## src/rtl/router_pkg.sv

```systemverilog
// Shared definitions for the router input-side arbiter and its round-robin picker.
package router_pkg;

    typedef enum logic [1:0] {
        S_IDLE  = 2'b00,
        S_XFER  = 2'b01,
        S_DRAIN = 2'b10
    } arb_state_t;

    localparam int MAX_PORTS = 4;
    localparam int IDX_W     = 2;

endpackage

```

## src/rtl/router_rr_pick.sv

```systemverilog
// Combinational round-robin picker: first requester after rr_ptr, modulo N_PORTS.
// Also intended for the output-side read arbiter.
module router_rr_pick
    import router_pkg::*;
#(
    parameter int N_PORTS = 3
) (
    input  logic [N_PORTS-1:0] req,
    input  logic [IDX_W-1:0]   rr_ptr,
    output logic [N_PORTS-1:0] onehot,
    output logic [IDX_W-1:0]   idx,
    output logic               any
);

    logic [IDX_W-1:0]   pos;
    logic [N_PORTS-1:0] mask;

    always_comb begin
        onehot = '0;
        idx    = '0;
        any    = 1'b0;
        pos    = '0;
        mask   = '0;
        for (int k = 1; k <= N_PORTS; k++) begin
            pos  = IDX_W'((int'(rr_ptr) + k) % N_PORTS);
            mask = N_PORTS'(1) << pos;
            if (!any && ((req & mask) != '0)) begin
                any    = 1'b1;
                onehot = mask;
                idx    = pos;
            end
        end
    end

endmodule

```

## src/rtl/router_in_arbiter.sv

```systemverilog
// Round-robin arbiter sharing the router datapath between N_PORTS packet sources.
// Optional drain watchdog: ROUTER_ARB_WATCHDOG_EN.
//
// state   | meaning
// S_IDLE  | no grant; arbitrate when a request is pending and the router is not busy
// S_XFER  | grant held while the source streams header and payload
// S_DRAIN | parity byte point passed; grant held until the router drops busy
module router_in_arbiter
    import router_pkg::*;
#(
    parameter int N_PORTS       = 3,
    parameter int DW            = 8,
    parameter int DRAIN_TIMEOUT = 31
) (
    input  logic                  clock,
    input  logic                  reset,
    input  logic [N_PORTS-1:0]    req,
    input  logic [N_PORTS*DW-1:0] src_data,
    input  logic                  busy,
    input  logic                  stall,
    input  logic                  abort,
    output logic [N_PORTS-1:0]    grant,
    output logic [IDX_W-1:0]      grant_idx,
    output logic                  grant_valid,
    output logic                  pkt_valid_out,
    output logic [DW-1:0]         data_out,
    output logic                  timeout_err
);

    if (N_PORTS < 2 || N_PORTS > MAX_PORTS) begin : g_bad_ports
        $error("router_in_arbiter: N_PORTS out of range");
    end
    if (DRAIN_TIMEOUT < 1 || DRAIN_TIMEOUT > 31) begin : g_bad_timeout
        $error("router_in_arbiter: DRAIN_TIMEOUT must fit the 5-bit watchdog");
    end

    arb_state_t           state;
    logic [IDX_W-1:0]     rr_ptr;
    logic [N_PORTS-1:0]   pick_onehot;
    logic [IDX_W-1:0]     pick_idx;
    logic                 pick_any;
    logic                 req_granted;

    router_rr_pick #(.N_PORTS(N_PORTS)) u_pick (
        .req    (req),
        .rr_ptr (rr_ptr),
        .onehot (pick_onehot),
        .idx    (pick_idx),
        .any    (pick_any)
    );

    // grant is all-zero when nothing is held, so this is req[grant_idx] gated by grant_valid
    assign req_granted   = |(req & grant);
    assign pkt_valid_out = grant_valid & req_granted;

    always_comb begin
        data_out = '0;
        for (int i = 0; i < N_PORTS; i++) begin
            if (grant[i]) data_out = src_data[i*DW +: DW];
        end
    end

`ifdef ROUTER_ARB_WATCHDOG_EN
    logic [4:0] wd_cnt;
`endif

    always_ff @(posedge clock) begin
        if (reset) begin
            state       <= S_IDLE;
            grant       <= '0;
            grant_idx   <= '0;
            grant_valid <= 1'b0;
            rr_ptr      <= IDX_W'(N_PORTS - 1);
`ifdef ROUTER_ARB_WATCHDOG_EN
            wd_cnt      <= '0;
            timeout_err <= 1'b0;
`endif
        end else begin
`ifdef ROUTER_ARB_WATCHDOG_EN
            timeout_err <= 1'b0;
`endif
            if (abort) begin
                state       <= S_IDLE;
                grant       <= '0;
                grant_idx   <= '0;
                grant_valid <= 1'b0;
                if (grant_valid) rr_ptr <= grant_idx;
            end else begin
                case (state)
                    S_IDLE: begin
                        if (pick_any && !busy) begin
                            grant       <= pick_onehot;
                            grant_idx   <= pick_idx;
                            grant_valid <= 1'b1;
                            state       <= S_XFER;
                        end
                    end
                    S_XFER: begin
                        if (!req_granted && !stall) begin
                            state  <= S_DRAIN;
`ifdef ROUTER_ARB_WATCHDOG_EN
                            wd_cnt <= 5'(DRAIN_TIMEOUT - 1);
`endif
                        end
                    end
                    S_DRAIN: begin
                        if (!busy) begin
                            state       <= S_IDLE;
                            grant       <= '0;
                            grant_idx   <= '0;
                            grant_valid <= 1'b0;
                            rr_ptr      <= grant_idx;
`ifdef ROUTER_ARB_WATCHDOG_EN
                        end else if (wd_cnt == 5'd0) begin
                            // router never released busy: free the datapath anyway
                            state       <= S_IDLE;
                            grant       <= '0;
                            grant_idx   <= '0;
                            grant_valid <= 1'b0;
                            rr_ptr      <= grant_idx;
                            timeout_err <= 1'b1;
                        end else begin
                            wd_cnt <= wd_cnt - 5'd1;
`endif
                        end
                    end
                    default: begin
                        state       <= S_IDLE;
                        grant       <= '0;
                        grant_idx   <= '0;
                        grant_valid <= 1'b0;
                    end
                endcase
            end
        end
    end

`ifndef ROUTER_ARB_WATCHDOG_EN
    assign timeout_err = 1'b0;
`endif

endmodule

```

## config.mk

```make
export PLATFORM = sky130hd
export DESIGN_NAME = router_in_arbiter
export DESIGN_NICKNAME = d
export VERILOG_FILES = /design/src/rtl/router_pkg.sv /design/src/rtl/router_rr_pick.sv /design/src/rtl/router_in_arbiter.sv
export SDC_FILE = /design/constraint.sdc
export NUM_CORES = 1
export LEC_CHECK = 0
export CAP_MARGIN = 0
export CORE_ASPECT_RATIO = 1.25
export CORE_MARGIN = 4
export CORE_UTILIZATION = 36
export CTS_CLUSTER_SIZE = 10
export DETAILED_ROUTE_END_ITERATION = 16
export GPL_ROUTABILITY_DRIVEN = 0
export GPL_TIMING_DRIVEN = 0
export PLACE_DENSITY_LB_ADDON = 0.15
export RECOVER_POWER = 25
export SYNTH_ARGS = -nofsm -noshare
export SYNTH_HDL_FRONTEND = slang
export SYNTH_SLANG_ARGS = --single-unit
```

## constraint.sdc

```tcl
create_clock -name clock -period 2.3 [get_ports clock]
set_input_delay 0.345 -clock clock [delete_from_list [all_inputs] [get_ports clock]]
set_output_delay 0.345 -clock clock [all_outputs]
set_load 0.01 [all_outputs]
```

==> results of run 1 <==
-- routing by layer --
| layer | global-route usage | vias to the layer above |
|---|---|---|
| met4 | 0.0231 | 0 |
| li1 | - | 464 |
| met2 | 0.321 | 26 |
| met3 | 0.0680 | 2 |
| met1 | 0.152 | 419 |
| met5 | 0 | - |
-- worst paths after layout --
check | cells past startpoint | endpoint | startpoint
min reg2reg | 1 | grant[0]$_SDFFE_PP0P_ | grant[0]$_SDFFE_PP0P_
max reg2reg | 6 | grant[0]$_SDFFE_PP0P_ | rr_ptr[0]$_SDFFE_PP0P_
max | 5 | data_out[0] | grant[0]$_SDFFE_PP0P_
min | 3 | grant_idx[0]$_SDFFE_PP0P_ | req[1]
-- synth_stat cells, drive strengths merged --
cell / number
nor2: 5
o21ai: 14
nor3: 3
o211ai: 1
nand4bb: 1
buf: 7
a211o: 1
and3: 1
o22ai: 1
inv: 6
nand2b: 2
nor4b: 2
a311oi: 1
o311ai: 1
conb: 1
mux2i: 2
a2bb2oi: 1
nor2b: 3
nand2: 13
dfxtp: 8
o2bb2ai: 3
a22oi: 8
or4: 2
a21oi: 1
a2111oi: 1
nand3: 1
a221oi: 2
clkbuf: 5
ha: 2
a21boi: 1
and2: 1
a222oi: 1
-- cell type report --
class                      instances  area (sq um)
buffer                            11          77.6
clock buffer                       3          22.5
fill                             199           751
inverter                           6          22.5
multi-input combinational         76           490
sequential                         8           160
tap                               20          25.0
timing repair buffer              43           433
-- cell families (layout without fill, tap and decap cells) --
kind of cell / Yosys count / in the layout / share of synthesized area
AOI/OAI and AO/OA: 37 / 37 / 0.338
adders and majority gates: 2 / 2 / 0.0333
buffers and inverters: 18 / 63 / 0.133
DFF: 8 / 8 / 0.213
muxes: 2 / 2 / 0.0267
other: 1 / 1 / 0.00500
and+or+nand+nor: 34 / 34 / 0.250
-- report_power, final --
part,switching (uW),total (uW),internal [uW],leakage (uW)
registers,5.31,149,143,0.0000650
clock network,42.9,102,59.4,0.0000138
logic,52.3,138,86.0,0.000412
-- cell usage in the layout (no fill, tap or decap), drive strengths merged, types with 3 or more instances in the layout --
cell type and count:
nor3 3, clkdlybuf4s50 39, clkbuf 7, dlygate4sd3 3, o2bb2ai 3, inv 6
a22oi 8, nor2b 3, o21ai 14, buf 7, dfxtp 8, nor2 5
nand2 13
-- per-stage QoR --
stage | std cells | util
finish | 167 | 0.621
global route | 167 | 0.621
CTS | 167 | 0.620
detailed placement | 165 | 0.609
global placement | 165 | 0.609
floorplan | 102 | -
-- tightest hold or removal path, delay by kind of cell --
family / cells / cell delay, ps
buffers and inverters: 1 / 110
AOI/OAI and AO/OA: 2 / 210
-- registers in the layout (all words and copies together), names as in the netlist --
name and flops:
grant 1, grant_idx 2, state 2, rr_ptr 2, grant_valid 1
-- what timing repair did --
item	4_1_cts	5_1_grt
endpoints found under the setup margin	8	1
gates resized for setup	3	1
pin swaps	0	0
==> insert_results.sql, run 1 <==
INSERT INTO impl_metrics (metric_group, metric, value, unit) VALUES
('run_status', 'run_status', 'complete, no violations', ''),
('die', 'dieWidth', '48.8', 'microns'),
('cells_and_area', 'post_route_cells_drive_above_1_share', '0.116', ''),
('cts', 'htreeDepth', '1', ''),
('sta', 'fmax', '464', 'MHz'),
('logic_synthesis', 'gate_count_after_technology_mapping', '102', ''),
('cells_and_area', 'stdcell_area', '1230', 'sq um'),
('critical_path', 'critical_path_buf_inv_count', '2', ''),
('critical_path', 'worst_path_dominant_cell_family', 'buffers and inverters', ''),
('critical_path', 'worst_path_max_delay_cell', 'sky130_fd_sc_hd__clkdlybuf4s50_1', ''),
('detailed_routing', 'vias', '911', ''),
('cells_and_area', 'synthToLayoutAreaGrowth', '64.0', '%'),
('placed_design', 'dpl.hpwl', '1900', 'microns'),
('critical_path', 'crit_path_cell_trace', 'nor2b_1, clkbuf_2, a22oi_1, o21ai_0, clkdlybuf4s50_1', ''),
('cts', 'cts-buffers-inserted', '3', ''),
('worst_hold_path', 'timing.hold.worst.class', 'in2reg', ''),
('sta', 'timing.final.crit_share', '0.936', ''),
('detailed_routing', 'wl_met3', '174', 'microns'),
('detailed_routing', 'detail_route.first_pass.iterations', '4', ''),
('detailed_routing', 'wl', '2270', 'microns'),
('sta', 'hold_viol', '0', ''),
('global_route', 'first_global_vias', '945', ''),
('global_route', 'grt_start_max_net_pins', '13', ''),
('sta', 'slew_violations', '0', ''),
('cts', 'ctsLongestPathBuffers', '2', ''),
('logic_synthesis', 'synth_top_area_cell', 'sky130_fd_sc_hd__dfxtp_1', ''),
('global_route', 'first_pass_grt_wire_length', '3760', 'microns'),
('placed_design', 'detailedPlace.worstSlack', '162', 'ps'),
('logic_synthesis', 'post_synth.cell_area_avg', '7.36', 'sq um'),
('cts', 'worst_setup_hold_path_clk_slew', '60', 'ps'),
('cts', 'numClockSinks', '8', ''),
('detailed_routing', 'top_signal_layer_used', 'met4', ''),
('critical_path', 'worstSetupStartpointType', 'register', ''),
('detailed_routing', 'routedLengthMet1', '841', 'microns'),
('die', 'floorplan.die_area', '2880', 'sq um'),
('cells_and_area', 'nets', '183', ''),
('global_route', 'grt_antenna_before_repair', '0', ''),
('die', 'std_cell_rows', '18', ''),
('power', 'vdd.ir_drop.worst', '0.000244', 'V'),
('power', 'p_leak', '0.000490', 'uW'),
('flow_run', 'max-cap-violations', '0', ''),
('critical_path', 'crit_path_max_fanout', '8', ''),
('sta', 'period_minus_slack', '2150', 'ps'),
('die', 'initial_utilization', '0.379', ''),
('cts', 'cts_hold_buffers', '0', ''),
('power', 'power.total', '389', 'uW'),
('global_route', 'globalRouteTotalUtil', '0.160', ''),
('sta', 'finalSetupTns', '0', 'ps'),
('logic_synthesis', 'yosys_register_bits', '8', ''),
('sta', 'fin_skew', '8.67', 'ps'),
('detailed_routing', 'route.met2.wl', '1250', 'microns'),
('critical_path', 'cp_data_arrival_time', '1810', 'ps'),
('cts', 'clockRootBuffer', 'sky130_fd_sc_hd__clkbuf_4', ''),
('logic_synthesis', 'netlist.area_leader.share', '0.213', ''),
('logic_synthesis', 'synth.distinct_cells', '36', ''),
('cts', 'cts_tree', 'done', ''),
('detailed_routing', 'wire_per_inst', '13.6', 'microns'),
('detailed_routing', 'postRouteAntennaNets', '0', ''),
('critical_path', 'worstPathRequired', '1960', 'ps'),
('detailed_routing', 'drt-vias-per-instance', '5.46', ''),
('cts', 'clkLatencyLatePin', '250', 'ps'),
('cells_and_area', 'num_antenna_cells', '0', ''),
('sta', 'timing.final.ws_setup', '146', 'ps'),
('critical_path', 'worst_reg2reg_setup_slack', '290', 'ps'),
('logic_synthesis', 'synthesis.yosys.warnings', '0', ''),
('logic_synthesis', 'netlist_area', '751', 'sq um'),
('die', 'top_level_ports', '48', ''),
('critical_path', 'worst_setup_path_end_kind', 'primary output', ''),
('cts', 'cts_setup_buffers', '0', ''),
('placed_design', 'place_area', '1210', 'sq um'),
('critical_path', 'critical-path-max-stage-delay', '570', 'ps');
Note: power is estimated with default switching activity, not from simulation.
==> run 2, diff against run 1 <==
- SETUP_SLACK_MARGIN: unset -> 0.5
==> insert_results.sql, run 2 (same netlist as run 1, synthesis figures left out) <==
INSERT INTO impl_metrics (metric_group, metric, value, unit) VALUES
('power', 'p_sw', '108', 'uW'),
('cts', 'clockRootBuffer', 'sky130_fd_sc_hd__clkbuf_4', ''),
('cells_and_area', 'stdcell_area', '1330', 'sq um'),
('critical_path', 'crit_path_max_fanout', '4', ''),
('worst_hold_path', 'timing.hold.worst.class', 'in2reg', ''),
('cells_and_area', 'synthToLayoutAreaGrowth', '76.7', '%'),
('cts', 'htreeDepth', '1', ''),
('power', 'p_leak', '0.000539', 'uW'),
('power', 'power.total', '402', 'uW'),
('power', 'power.share.combinational', '0.373', ''),
('detailed_routing', 'wl', '2540', 'microns'),
('cells_and_area', 'register_area', '166', 'sq um'),
('critical_path', 'worstSetupStartpointType', 'primary input', ''),
('sta', 'setup_viol', '0', ''),
('critical_path', 'worst_setup_path_end_kind', 'register', ''),
('cells_and_area', 'filler_cell_count', '183', ''),
('power', 'power.switching_fraction', '0.268', ''),
('run_status', 'run_status', 'complete, no violations', ''),
('cts', 'worst_setup_hold_path_clk_slew', '50', 'ps'),
('placed_design', 'dpl.cell_count', '165', ''),
('sta', 'slew_violations', '0', ''),
('detailed_routing', 'detail_route.first_pass.iterations', '4', ''),
('cells_and_area', 'layoutNonFillerInstCount', '175', ''),
('cts', 'clkLatencyLatePin', '250', 'ps'),
('power', 'p_int', '294', 'uW'),
('detailed_routing', 'wire_per_inst', '14.5', 'microns'),
('placed_design', 'place_area', '1220', 'sq um'),
('flow_run', 'max-cap-violations', '0', ''),
('die', 'initial_utilization', '0.379', ''),
('cells_and_area', 'mostFrequentLayoutCell', 'sky130_fd_sc_hd__clkdlybuf4s50_1', ''),
('critical_path', 'cp_data_arrival_time', '2120', 'ps'),
('cts', 'cts_hold_buffers', '0', ''),
('die', 'die_height', '59.1', 'microns'),
('detailed_routing', 'postRouteAntennaNets', '0', ''),
('sta', 'timing.final.crit_share', '0.846', ''),
('critical_path', 'timing.critical_path.mode_cell', 'sky130_fd_sc_hd__or4_4', ''),
('power', 'vdd.ir_drop.worst', '0.000250', 'V'),
('power', 'power.density_cell_area', '303', 'nW/um^2'),
('global_route', 'first_global_vias', '942', ''),
('global_route', 'grt_antenna_before_repair', '0', ''),
('cells_and_area', 'layout_common_cells', 'sky130_fd_sc_hd__clkdlybuf4s50_1, sky130_fd_sc_hd__buf_4, sky130_fd_sc_hd__nand2_1', ''),
('critical_path', 'setup.worst_path.class', 'in2reg', ''),
('critical_path', 'worst_path_max_delay_cell', 'sky130_fd_sc_hd__dlygate4sd3_1', ''),
('global_route', 'grt_start_max_net_pins', '11', ''),
('die', 'dieWidth', '48.8', 'microns'),
('cells_and_area', 'post_route_cells_drive_above_1_share', '0.284', ''),
('critical_path', 'worstPathRequired', '2480', 'ps'),
('critical_path', 'crit_path_cell_trace', 'dlygate4sd3_1, or4_4, or4_4, o2bb2ai_2', ''),
('sta', 'fin_skew', '1.39', 'ps'),
('detailed_routing', 'vias', '944', ''),
('die', 'std_cell_rows', '18', ''),
('placed_design', 'place.port_buffers', '43', ''),
('cts', 'numClockSinks', '8', ''),
('global_route', 'globalRouteTotalUtil', '0.167', ''),
('sta', 'fmax', '514', 'MHz'),
('global_route', 'grt_overflow', '0', ''),
('detailed_routing', 'drt-vias-per-instance', '5.39', ''),
('die', 'core_region_area', '1980', 'sq um'),
('cells_and_area', 'combined_area_of_the_multi_input_logic_cells', '529', 'sq um'),
('die', 'floorplan.die_area', '2880', 'sq um'),
('cells_and_area', 'nets', '191', ''),
('detailed_routing', 'number_of_remaining_drc_errors', '0', ''),
('global_route', 'first_pass_grt_wire_length', '3860', 'microns'),
('detailed_routing', 'first_iter_violations', '14', ''),
('sta', 'rsz0062_at_grt', 'true', ''),
('cts', 'cts_tree', 'done', ''),
('cells_and_area', 'final_util', '0.669', ''),
('critical_path', 'worst-r2r-cell-count', '6', ''),
('power', 'seqPwrFrac', '0.370', ''),
('cts', 'cts-buffers-inserted', '3', ''),
('cells_and_area', 'reg.largest.list', 'grant_idx: 2 flops, rr_ptr: 2 flops, state: 2 flops', ''),
('die', 'top_level_ports', '48', ''),
('sta', 'hold_viol', '0', ''),
('cells_and_area', 'num_antenna_cells', '0', ''),
('sta', 'finalSetupTns', '0', 'ps'),
('critical_path', 'critical-path-max-stage-delay', '600', 'ps'),
('sta', 'period_minus_slack', '1940', 'ps'),
('cts', 'ctsLongestPathBuffers', '2', ''),
('power', 'p_clk_frac', '0.257', ''),
('worst_hold_path', 'hold_depth', '3', '');
run 2: final timing paths:
path                               endpoint              startpoint  slack, ps
setup / recovery  grant_idx[0]$_SDFFE_PP0P_                    busy        360
hold / removal    grant_idx[0]$_SDFFE_PP0P_                  req[1]        470
setup reg to reg  grant_idx[0]$_SDFFE_PP0P_  rr_ptr[0]$_SDFFE_PP0P_        460
hold reg to reg       grant[0]$_SDFFE_PP0P_   grant[0]$_SDFFE_PP0P_        480
run 2: final cells by class:
cell class              instances  share of cell area
multi-input cells              76               0.399
repair buffers                 50               0.337
flip-flops and latches          8               0.125
plain buffers                  12              0.0858
well taps                      20              0.0189
clock buffers                   3              0.0170
inverters                       6              0.0170
run 2: layer usage:
metal | global-route usage | wire, microns
met2 | 0.338 | 1440
met4 | 0.0577 | 38
met3 | 0.0353 | 156
met1 | 0.164 | 903
met5 | 0 | 0
run 2: worst max-delay path, delay by kind of cell:
| family | cells | cell delay [ps] |
|---|---|---|
| AO/OA/AOI/OAI | 1 | 160 |
| buffers and inverters | 1 | 600 |
| AND/OR/NAND/NOR | 2 | 1020 |
run 2: power by group through the flow:
stage / Sequential [uW] / Combinational (uW) / Clock [uW]
final: 149 / 150 / 103
after global routing: 149 / 161 / 114
after CTS: 148 / 144 / 108
after detailed placement: 151 / 140 / 0
after global placement: 151 / 137 / 0
after floorplan: 151 / 58.9 / 0
run 2: through the flow:
| stage | hold WS, ps | setup WS (ps) |
|---|---|---|
| after floorplan | 417 | 532 |
| after global placement | 498 | 171 |
| after detailed placement | 506 | 184 |
| after CTS | 454 | 490 |
| after global routing | 471 | 326 |
| final | 466 | 355 |
run 2: repair_timing:
action	in CTS	in global routing
setup buffers	3	4
setup endpoints to repair	12	12
resized for setup	39	20
pin swaps	2	2
==> run 3, diff against run 2 <==
- clock period: 2.3 -> 2.01 ns (I/O delays scaled with it)
==> insert_results.sql, run 3 (same netlist as run 1, synthesis figures left out) <==
INSERT INTO impl_metrics (metric_group, metric, value, unit) VALUES
('flow_run', 'max-cap-violations', '0', ''),
('detailed_routing', 'wire_per_inst', '14.4', 'microns'),
('critical_path', 'worst_setup_path_end_kind', 'register', ''),
('critical_path', 'reg2reg_to', 'grant[0]$_SDFFE_PP0P_', ''),
('critical_path', 'crit_path_max_fanout', '4', ''),
('detailed_routing', 'wl', '2570', 'microns'),
('global_route', 'grt_overflow', '0', ''),
('sta', 'period_minus_slack', '1850', 'ps'),
('die', 'dieWidth', '48.8', 'microns'),
('critical_path', 'timing.rr.start', 'rr_ptr[0]$_SDFFE_PP0P_', ''),
('sta', 'fin_skew', '0.193', 'ps'),
('cells_and_area', 'post_route_cells_drive_above_1_share', '0.304', ''),
('cells_and_area', 'reg.largest.list', 'grant_idx: 2 flops, rr_ptr: 2 flops, state: 2 flops', ''),
('sta', 'rsz0062_at_grt', 'true', ''),
('cts', 'cts_tree', 'done', ''),
('sta', 'fin_worst_hold_slack', '404', 'ps'),
('sta', 'timing.final.crit_share', '0.922', ''),
('detailed_routing', 'number_of_remaining_drc_errors', '0', ''),
('cts', 'worst_setup_hold_path_clk_slew', '60', 'ps'),
('die', 'top_level_ports', '48', ''),
('critical_path', 'worst-r2r-cell-count', '6', ''),
('global_route', 'first_pass_grt_wire_length', '4020', 'microns'),
('detailed_routing', 'first_iter_violations', '35', ''),
('run_status', 'run_status', 'complete, no violations', ''),
('sta', 'slew_violations', '0', ''),
('die', 'initial_utilization', '0.379', ''),
('sta', 'timing.final.ws_setup', '157', 'ps'),
('power', 'power.density_cell_area', '344', 'nW/um^2'),
('cts', 'cts_hold_buffers', '0', ''),
('critical_path', 'setup.worst_path.class', 'in2reg', ''),
('cts', 'clockRootBuffer', 'sky130_fd_sc_hd__clkbuf_4', ''),
('worst_hold_path', 'timing.hold.worst.class', 'in2reg', ''),
('critical_path', 'worstPathRequired', '2210', 'ps'),
('die', 'core_region_area', '1980', 'sq um'),
('critical_path', 'worstSetupStartpoint', 'busy', ''),
('cells_and_area', 'synthToLayoutAreaGrowth', '88.2', '%'),
('worst_hold_path', 'hold_depth', '3', ''),
('critical_path', 'worst_reg2reg_setup_slack', '220', 'ps'),
('cells_and_area', 'nets', '194', ''),
('detailed_routing', 'drt-vias-per-instance', '5.59', ''),
('global_route', 'grt-busiest-layer', 'met2', ''),
('global_route', 'grt_antenna_before_repair', '0', ''),
('cts', 'ctsLongestPathBuffers', '2', ''),
('cells_and_area', 'filler_cell_count', '162', ''),
('placed_design', 'dpl.hpwl', '1820', 'microns'),
('placed_design', 'detailedPlace.worstSlack', '-72.9', 'ps'),
('die', 'die_height', '59.1', 'microns'),
('global_route', 'grt_use_met1', '0.164', ''),
('sta', 'finalSetupTns', '0', 'ps'),
('worst_hold_path', 'timing.hold.worst.start', 'req[1]', ''),
('cts', 'htreeDepth', '1', ''),
('detailed_routing', 'vias', '995', ''),
('cts', 'cts-buffers-inserted', '3', ''),
('placed_design', 'place.port_buffers', '43', ''),
('detailed_routing', 'postRouteAntennaNets', '0', ''),
('global_route', 'globalRouteTotalUtil', '0.174', ''),
('critical_path', 'cp_data_arrival_time', '2050', 'ps'),
('cts', 'numClockSinks', '8', ''),
('die', 'floorplan.die_area', '2880', 'sq um'),
('global_route', 'grt_use_met2', '0.341', ''),
('sta', 'hold_viol', '0', ''),
('cells_and_area', 'mostFrequentLayoutCell', 'sky130_fd_sc_hd__clkdlybuf4s50_1', ''),
('die', 'std_cell_rows', '18', ''),
('cells_and_area', 'layout_common_cells', 'sky130_fd_sc_hd__clkdlybuf4s50_1, sky130_fd_sc_hd__buf_4, sky130_fd_sc_hd__nand2_1', ''),
('critical_path', 'worstSetupStartpointType', 'primary input', ''),
('cts', 'clkLatencyLatePin', '260', 'ps'),
('cells_and_area', 'num_antenna_cells', '0', ''),
('global_route', 'use_met3', '0.0453', ''),
('worst_hold_path', 'worst_hold_endpoint', 'grant_idx[0]$_SDFFE_PP0P_', ''),
('sta', 'setup_viol', '0', ''),
('sta', 'fmax', '540', 'MHz'),
('power', 'p_leak', '0.000575', 'uW'),
('power', 'vdd.ir_drop.worst', '0.000320', 'V'),
('global_route', 'grt_start_max_net_pins', '11', ''),
('global_route', 'first_global_vias', '1014', ''),
('detailed_routing', 'detail_route.first_pass.iterations', '4', '');
-- run 3: how the worst max path moves through the flow --
stage / to / slack, ps / cells past startpoint
after floorplan: grant[0]$_SDFFE_PP0P_ / 280 / 6
after global placement: data_out[1] / -70 / 5
after detailed placement: data_out[1] / -70 / 5
after CTS: data_out[4] / 230 / 5
after global routing: grant[0]$_SDFFE_PP0P_ / 110 / 4
final: grant[0]$_SDFFE_PP0P_ / 160 / 4
-- run 3: repair_timing --
item / in CTS / in global routing
gates resized for setup: 53 / 13
buffers inserted: 9 / 1
setup endpoints to repair: 17 / 18
pin swaps: 2 / 0
hold endpoints to repair: 0 / 0
-- run 3: layout make-up --
| cell class | count | area [sq um] | share of cell area |
|---|---|---|---|
| multi-input cells | 76 | 553 | 0.391 |
| repair buffers | 53 | 508 | 0.360 |
| flip-flops and latches | 8 | 164 | 0.116 |
| plain buffers | 12 | 118 | 0.0833 |
| well taps | 20 | 25.0 | 0.0177 |
| clock buffers | 3 | 22.5 | 0.0159 |
| inverters | 6 | 22.5 | 0.0159 |
-- run 3: power by group --
part | switching [uW] | internal, uW | leakage [uW]
Sequential | 6.81 | 164 | 0.0000655
Clock | 62.6 | 68.9 | 0.0000138
Combinational | 70.5 | 113 | 0.000496
-- run 3: per-layer routing --
metal	share of wire	wire [microns]	vias up
met1	0.38	972	469
li1	-	-	483
met5	0	0	-
met4	0.022	57	0
met2	0.54	1390	38
met3	0.055	141	5
-- run 3: through the flow --
step | utilization | instances | total power, uW | instance area (sq um)
floorplan | - | 102 | 241 | 766
global placement | 0.616 | 165 | 330 | 1220
detailed placement | 0.616 | 165 | 334 | 1220
CTS | 0.699 | 177 | 481 | 1390
global route | 0.713 | 178 | 503 | 1410
finish | 0.713 | 178 | 486 | 1410
-- run 3: critical path: stages --
cell	delay, ps
sky130_fd_sc_hd__dlygate4sd3_1	600
sky130_fd_sc_hd__or4_4	560
sky130_fd_sc_hd__or4_4	470
sky130_fd_sc_hd__o2bb2ai_2	120
